## src/rtl/gray_counter_if.sv

```systemverilog
// Purpose: bundles the control inputs and the count outputs of gray_counter.
// Latency: not applicable; this is wiring only.
// Backpressure: none; the counter accepts a command every cycle.
//
// Signals:
//   en, dir, load, load_bin : driven by the master toward the counter
//   gray, bin, wrap         : driven by the counter toward the master
interface gray_counter_if #(
    parameter int WIDTH = 4
);
    logic             en;
    logic             dir;
    logic             load;
    logic [WIDTH-1:0] load_bin;
    logic [WIDTH-1:0] gray;
    logic [WIDTH-1:0] bin;
    logic             wrap;

    modport master (
        output en, dir, load, load_bin,
        input  gray, bin, wrap
    );

    modport slave (
        input  en, dir, load, load_bin,
        output gray, bin, wrap
    );
endinterface

```

## src/rtl/gray_counter.sv

```systemverilog
// Purpose: registered WIDTH-bit Gray counter with a binary shadow count, sync load, wrap/saturate.
// Latency: one cycle from sampled inputs to bin/gray/wrap; no combinational input-to-output path.
// Backpressure: none; a step, load or reset is accepted every cycle.
//
// Ports:
//   clk              rising-edge clock
//   rst              synchronous, active-high reset (bin = INIT, gray = Gray(INIT), wrap = 0)
//   bus.en           step enable
//   bus.dir          1 = up, 0 = down (honoured only when GRAY_DOWN_EN is defined)
//   bus.load         synchronous load of bus.load_bin (beats en)
//   bus.load_bin     binary value to load
//   bus.gray         registered Gray code of the count
//   bus.bin          registered binary count
//   bus.wrap         one-cycle pulse following a terminal step (wrapped or blocked)
//
// Build option: define GRAY_DOWN_EN to enable down stepping; otherwise the
// counter is up-only and no decrement logic is built.
module gray_counter #(
    parameter int WIDTH = 4,
    parameter int INIT  = 0,
    parameter bit WRAP  = 1'b1
) (
    input  logic            clk,
    input  logic            rst,
    gray_counter_if.slave   bus
);
    localparam logic [WIDTH-1:0] INIT_BIN  = WIDTH'(INIT);
    localparam logic [WIDTH-1:0] INIT_GRAY = INIT_BIN ^ (INIT_BIN >> 1);
    localparam logic [WIDTH-1:0] ALL_ONES  = {WIDTH{1'b1}};
    localparam logic [WIDTH-1:0] ALL_ZERO  = {WIDTH{1'b0}};

    logic [WIDTH-1:0] bin_q,  bin_d;
    logic [WIDTH-1:0] gray_q, gray_d;
    logic             wrap_q, wrap_d;
    logic             step_up;

    always_comb begin
`ifdef GRAY_DOWN_EN
        step_up = bus.dir;
`else
        step_up = 1'b1;
`endif
    end

    always_comb begin
        bin_d  = bin_q;
        wrap_d = 1'b0;
        if (bus.load) begin
            bin_d = bus.load_bin;
        end else if (bus.en) begin
            if (step_up) begin
                // Terminal test is against all-ones, not a carry-out of a wider add.
                if (bin_q == ALL_ONES) begin
                    wrap_d = 1'b1;
                    bin_d  = WRAP ? ALL_ZERO : bin_q;
                end else begin
                    bin_d = bin_q + 1'b1;
                end
            end
`ifdef GRAY_DOWN_EN
            else begin
                if (bin_q == ALL_ZERO) begin
                    wrap_d = 1'b1;
                    bin_d  = WRAP ? ALL_ONES : bin_q;
                end else begin
                    bin_d = bin_q - 1'b1;
                end
            end
`endif
        end
        // Gray comes from the same next value as bin, so the gray register
        // only ever changes as one clean registered update.
        gray_d = bin_d ^ (bin_d >> 1);
    end

    always_ff @(posedge clk) begin
        if (rst) begin
            bin_q  <= INIT_BIN;
            gray_q <= INIT_GRAY;
            wrap_q <= 1'b0;
        end else begin
            bin_q  <= bin_d;
            gray_q <= gray_d;
            wrap_q <= wrap_d;
        end
    end

    assign bus.bin  = bin_q;
    assign bus.gray = gray_q;
    assign bus.wrap = wrap_q;
endmodule

```

## src/flat_wrapper.sv

```systemverilog
// flat-port wrapper written by rule: the top's interface ports become plain ports
module gray_counter_flat 
#(
    parameter int WIDTH = 4,
    parameter int INIT  = 0,
    parameter bit WRAP  = 1'b1
)
  (clk, rst, bus_en, bus_dir, bus_load, bus_load_bin, bus_gray, bus_bin, bus_wrap);
  gray_counter_if #(.WIDTH(WIDTH)) bus_i ();
  input  logic clk;
  input  logic rst;
  input wire logic [$bits(bus_i.en)-1:0] bus_en;
  input wire logic [$bits(bus_i.dir)-1:0] bus_dir;
  input wire logic [$bits(bus_i.load)-1:0] bus_load;
  input wire logic [$bits(bus_i.load_bin)-1:0] bus_load_bin;
  output wire logic [$bits(bus_i.gray)-1:0] bus_gray;
  output wire logic [$bits(bus_i.bin)-1:0] bus_bin;
  output wire logic [$bits(bus_i.wrap)-1:0] bus_wrap;
  assign bus_i.en = bus_en;
  assign bus_i.dir = bus_dir;
  assign bus_i.load = bus_load;
  assign bus_i.load_bin = bus_load_bin;
  assign bus_gray = bus_i.gray;
  assign bus_bin = bus_i.bin;
  assign bus_wrap = bus_i.wrap;
  gray_counter #(.WIDTH(WIDTH), .INIT(INIT), .WRAP(WRAP)) u_core (.clk(clk), .rst(rst), .bus(bus_i));
endmodule
```

## config.mk

```make
export PLATFORM = sky130hd
export DESIGN_NAME = gray_counter_flat
export DESIGN_NICKNAME = d
export VERILOG_FILES = /design/src/rtl/gray_counter_if.sv /design/src/rtl/gray_counter.sv /design/src/flat_wrapper.sv
export SDC_FILE = /design/constraint.sdc
export NUM_CORES = 1
export LEC_CHECK = 0
export CORE_AREA = 2 2 39 41
export DETAILED_ROUTE_END_ITERATION = 7
export DIE_AREA = 0 0 41 43
export DONT_BUFFER_PORTS = 1
export GPL_TIMING_DRIVEN = 0
export PLACE_DENSITY = 0.56
export SYNTH_ARGS = -nofsm -noshare
export SYNTH_HDL_FRONTEND = slang
export SYNTH_SLANG_ARGS = --single-unit
```

## constraint.sdc

```tcl
create_clock -name clk -period 4.76 [get_ports clk]
set_clock_uncertainty 0.15 [all_clocks]
set_input_delay 0 -clock clk [delete_from_list [all_inputs] [get_ports clk]]
set_output_delay 0 -clock clk [all_outputs]
set_load 0.01 [all_outputs]
```

# Yosys cells after proc, flatten, opt, wreduce, memory -nomap -nowiden
# Index checks and enable logic that the tools add are counted.
[totals]
ff_bits = 9
latchBits = 0
mem_bits_rw = 0
romBits = 0
wordCells = 12
n_memories = 0
[classes]
addsub = 1
n_mul = 0
n_div = 0
magnitude_cmp = 0
eq_ne = 1
n_shift = 0
mux = 4
bitwise_logic = 2
n_reduce_logical = 1
[ops]
columns = ["cell", "count"]
rows = [
  ["$mux W4", 3],
  ["$add A4 B1 Y4 const B", 1],
  ["$eq A4 B4 Y1 const B", 1],
  ["$xor A4 B3 Y4", 1],
  ["$reduce_or A3 Y1", 1],
  ["$mux W1", 1],
  ["$not A1 Y1", 1],
]

# Depth between registers and ports, before layout
[logic_depth]
ltp_word = 5
mapped_depth = 5
mapped_depth_nobuf = 5

# Worst setup path before layout
# Ideal clock, no wire load.
[synth_path]
kind = "register to register"
start = "register u_core.bin_q[0] (netlist: u_core.bus.bin[0])"
end = "register u_core.gray_q[2] (netlist: u_core.bus.gray[2])"
setup_time_ns = 0.121
arrival_time_ns = 1.318
slack_ns = 3.172
path_stages_with_launch = 5
path_buffers = 0
period_less_slack_ns = 1.588
path_cell_list = "dfxtp_1 -> ha_1 -> nand3_1 -> o221ai_1 -> mux2_2"
[synth_via]
elab_chain_cells = 5
word_cells_on_any_way = 6
cone_classes = "add/sub: 1; eq/ne: 1; mux: 3; bitwise: 1"
[synth_lines]
columns = ["element", "line_no", "rtl"]
rows = [
  ["start, declared", "gray_counter.sv:32", "logic [WIDTH-1:0] bin_q, bin_d;"],
  ["start signal, assigned", "gray_counter.sv:82", "bin_q <= bin_d;"],
  ["$add A4 B1 Y4 or $eq A4 B4 Y1 (tied branches)", "gray_counter.sv:57, gray_counter.sv:53", ""],
  ["$mux W4 *", "gray_counter.sv:53", "if (bin_q == ALL_ONES) begin"],
  ["$mux W4 *", "gray_counter.sv:50", "end else if (bus.en) begin"],
  ["$mux W4 *", "gray_counter.sv:48", "if (bus.load) begin"],
  ["$xor A4 B3 Y4 *", "gray_counter.sv:73", "gray_d = bin_d ^ (bin_d >> 1);"],
  ["end signal, assigned", "gray_counter.sv:83", "gray_q <= gray_d;"],
  ["end, declared", "gray_counter.sv:33", "logic [WIDTH-1:0] gray_q, gray_d;"],
]
# Every way passes the cells marked *; elsewhere a longest branch is shown, timed or not.
# A chain may end at the register's enable or synchronous reset.

# Worst setup path after layout
[layout_path]
start = "register u_core.bin_q[0] (netlist: u_core.bus.bin[0])"
end = "register u_core.bin_q[1] (netlist: u_core.bus.bin[1])"
[layout_via]
elab_chain_cells = 4
word_cells_on_any_way = 5
cone_classes = "add/sub: 1; eq/ne: 1; mux: 3"
[layout_lines]
columns = ["element", "line_no"]
rows = [
  ["$add A4 B1 Y4 or $eq A4 B4 Y1 (tied branches)", "gray_counter.sv:57, gray_counter.sv:53"],
  ["$mux W4 *", "gray_counter.sv:53"],
  ["$mux W4 *", "gray_counter.sv:50"],
  ["$mux W4 *", "gray_counter.sv:48"],
]
# Marked as above.

==> impl_metrics.py <==
metrics = {
    "power": {
        "leakagePower_nw": 0.229,
        "irDropWorstVdd_mv": 0.188,
        "pwr_density_cell_mw_per_mm2": 279,
    },
    "placed_design": {
        "portBuffers": 0,
        "place_worst_setup_slack_ps": 3040,
        "dp.cells": 54,
        "post-dp-hpwl_um": 525,
        "placed_cell_area_um2": 435,
        "gp_congestion": 0.717,
    },
    "cells_and_area": {
        "fin_cells": 71,
        "antenna_cells": 0,
        "final_core_util_pct": 43.2,
        "final_nets": 67,
        "syn2layout_area_growth_pct": 44.0,
        "final_common_cell": "dlygate4sd3_1",
        "stdcell_area_um2": 598,
        "drive_above_1_share_pct": 21.8,
        "layout_common_cells": "dlygate4sd3_1 (14), dfxtp_1 (8), nor2_1 (6), xnor2_1 (3), clkbuf_4 (3)",
        "fill_cells": 137,
    },
    "clock_network": {
        "clk_transition_reported_paths_ps": 50,
        "cts_tree": "yes",
        "clock_latency_ps": 250,
        "cts_root_buf": "clkbuf_4",
        "htreeDepth": 1,
        "cts_buffers": 3,
        "cts_resized": 0,
        "cts_buffer_depth": 2,
        "cts.sink_count": 8,
    },
    "logic_synthesis": {
        "syn_area_per_cell_um2": 10.9,
        "synthCells": 38,
        "synth.net_count": 48,
        "yosys_warnings": 0,
        "ys_top_cells_by_area": "dfxtp_1 (39%), a221oi_2 (7.2%), xnor2_1 (6.3%)",
        "yosysTopAreaCell": "dfxtp_1",
        "mappedNetlistArea_um2": 415,
        "yosysSeqAreaShare_pct": 38.6,
        "yosysTopAreaCellShare_pct": 38.6,
        "yosys_register_bits": 8,
        "ys_types": 20,
    },
    "grt": {
        "grt_pass1_vias": 324,
        "grt_overflow": 0,
        "grt_pass1_wl_um": 1350,
        "antenna_found_initial": 0,
        "grtUsageTotal_pct": 12.0,
        "grt_max_degree": 11,
    },
    "critical_path": {
        "worst_ep_required_time_ps": 4750,
        "worst_setup_path_end_kind": "flop",
        "crit_fanout": 5,
        "arrival_ps": 2600,
        "crit_type": "reg2reg",
        "cp-start-kind": "flop",
    },
    "timing": {
        "clock.fmax_mhz": 383,
        "period_minus_slack_ps": 2610,
        "finalMaxSlewViolations": 0,
        "hold_violations": 0,
        "tightestPinTransition_ps": 339,
        "rsz0062_at_grt": "false",
        "fin_setup_tns_ps": 0,
        "setup_slack_ps": 2150,
        "setup_viol": 0,
        "period_share_pct": 54.8,
        "slew_headroom_pct": 77.4,
    },
    "floorplan": {
        "fp-row-count": 14,
        "fp.coreArea_mm2": 0.00138,
        "start_util_pct": 30.0,
        "die_y_um": 43,
        "top_level_ports": 18,
        "die-area_mm2": 0.00176,
        "die_width_um": 41,
    },
    "outcome": {
        "outcome": "completed",
    },
    "route": {
        "vias_per_cell": 4.82,
        "ant_nets": 0,
        "num_vias": 342,
        "drtIter0Drc": 1,
        "drt_pass1_iterations": 2,
        "finalWirelength_um": 837,
        "routedWlPerCell_um": 11.8,
        "remaining_drc_errors": 0,
    },
    "flow_run": {
        "maxCapViolations": 0,
    },
    "hold_path": {
        "min_path_type": "in2reg",
    },
}
cell type report:
cell class,instances,area (um^2),area share [%]
plain buffers,3,23.8,3.97
clock buffers,3,22.5,3.77
multi-input cells,27,231,38.7
flip-flops and latches,8,160,26.8
well taps,16,20.0,3.35
repair buffers,14,140,23.4
power by group:
| part | switching, mW | leakage [nW] | total (mW) | internal, mW |
|---|---|---|---|---|
| registers | 0.00708 | 0.0662 | 0.0797 | 0.0727 |
| logic | 0.0134 | 0.149 | 0.0357 | 0.0223 |
| clock network | 0.0225 | 0.0138 | 0.0513 | 0.0288 |
| total | 0.0431 | 0.229 | 0.167 | 0.124 |
critical path: stages (launching register included):
cell and delay (ps):
dfxtp_1 440, ha_1 270, mux2_2 280, mux2i_4 190, dlygate4sd3_1 580, nor2_1 40
dlygate4sd3_1 550
metal layers:
metal	up-vias	global-route usage [%]	wire [um]
met2	14	16.9	401
li1	166	-	-
met3	4	6.81	68
met4	0	8.00	26
met5	-	0	0
met1	158	13.1	341
cells by family after synthesis:
kind of cell    after synthesis  synth area share (%)
compound gates                3                  9.34
flops                         8                  38.6
simple gates                 17                  26.2
buf+inv                       3                  5.72
xor+xnor                      3                  6.33
mux                           3                  10.8
fa+ha+maj                     1                  3.01
Yosys cell counts:
cell type  count
mux2i_4        1
o221ai_1       1
nand3_1        1
nand2b_1       1
clkbuf_2       1
nor4bb_4       1
nand2_1        1
nor3_1         1
nor2b_1        2
mux2_2         2
xnor2_1        3
ha_1           1
dfxtp_1        8
nor2_1         6
buf_4          1
a221oi_2       2
or2b_1         1
nor3b_1        2
buf_6          1
nand4_1        1
state kept, by name, summed over array words and instances (netlist names):
name             flops
u_core.bus.wrap      1
u_core.bus.bin       3
u_core.bus.gray      4
per-stage QoR:
stage / power, mW / hold WS (ps)
6_report: 0.167 / 16.6
5_1_grt: 0.176 / 44.3
4_1_cts: 0.169 / 15.1
3_5_place_dp: 0.105 / 30.1
3_3_place_gp: 0.105 / 16.7
2_1_floorplan: 0.102 / 6.44
timing repair:
| action | 4_1_cts | 5_1_grt |
|---|---|---|
| endpoints found under the hold margin | 8 | 0 |
| hold buffers | 14 | 0 |
| buffers inserted | 0 | 0 |
final timing paths:
check,start,to,slack [ps],cells past startpoint
worst max-delay path,u_core.bus.bin[0],u_core.bus.bin[1],2150,6
worst min-delay path,bus_load,u_core.bus.gray[3],20,3
worst max register to register,u_core.bus.bin[0],u_core.bus.bin[1],2150,6
worst min register to register,u_core.bus.gray[3],u_core.bus.gray[3],680,3
Power figures use the tool's default switching activity.
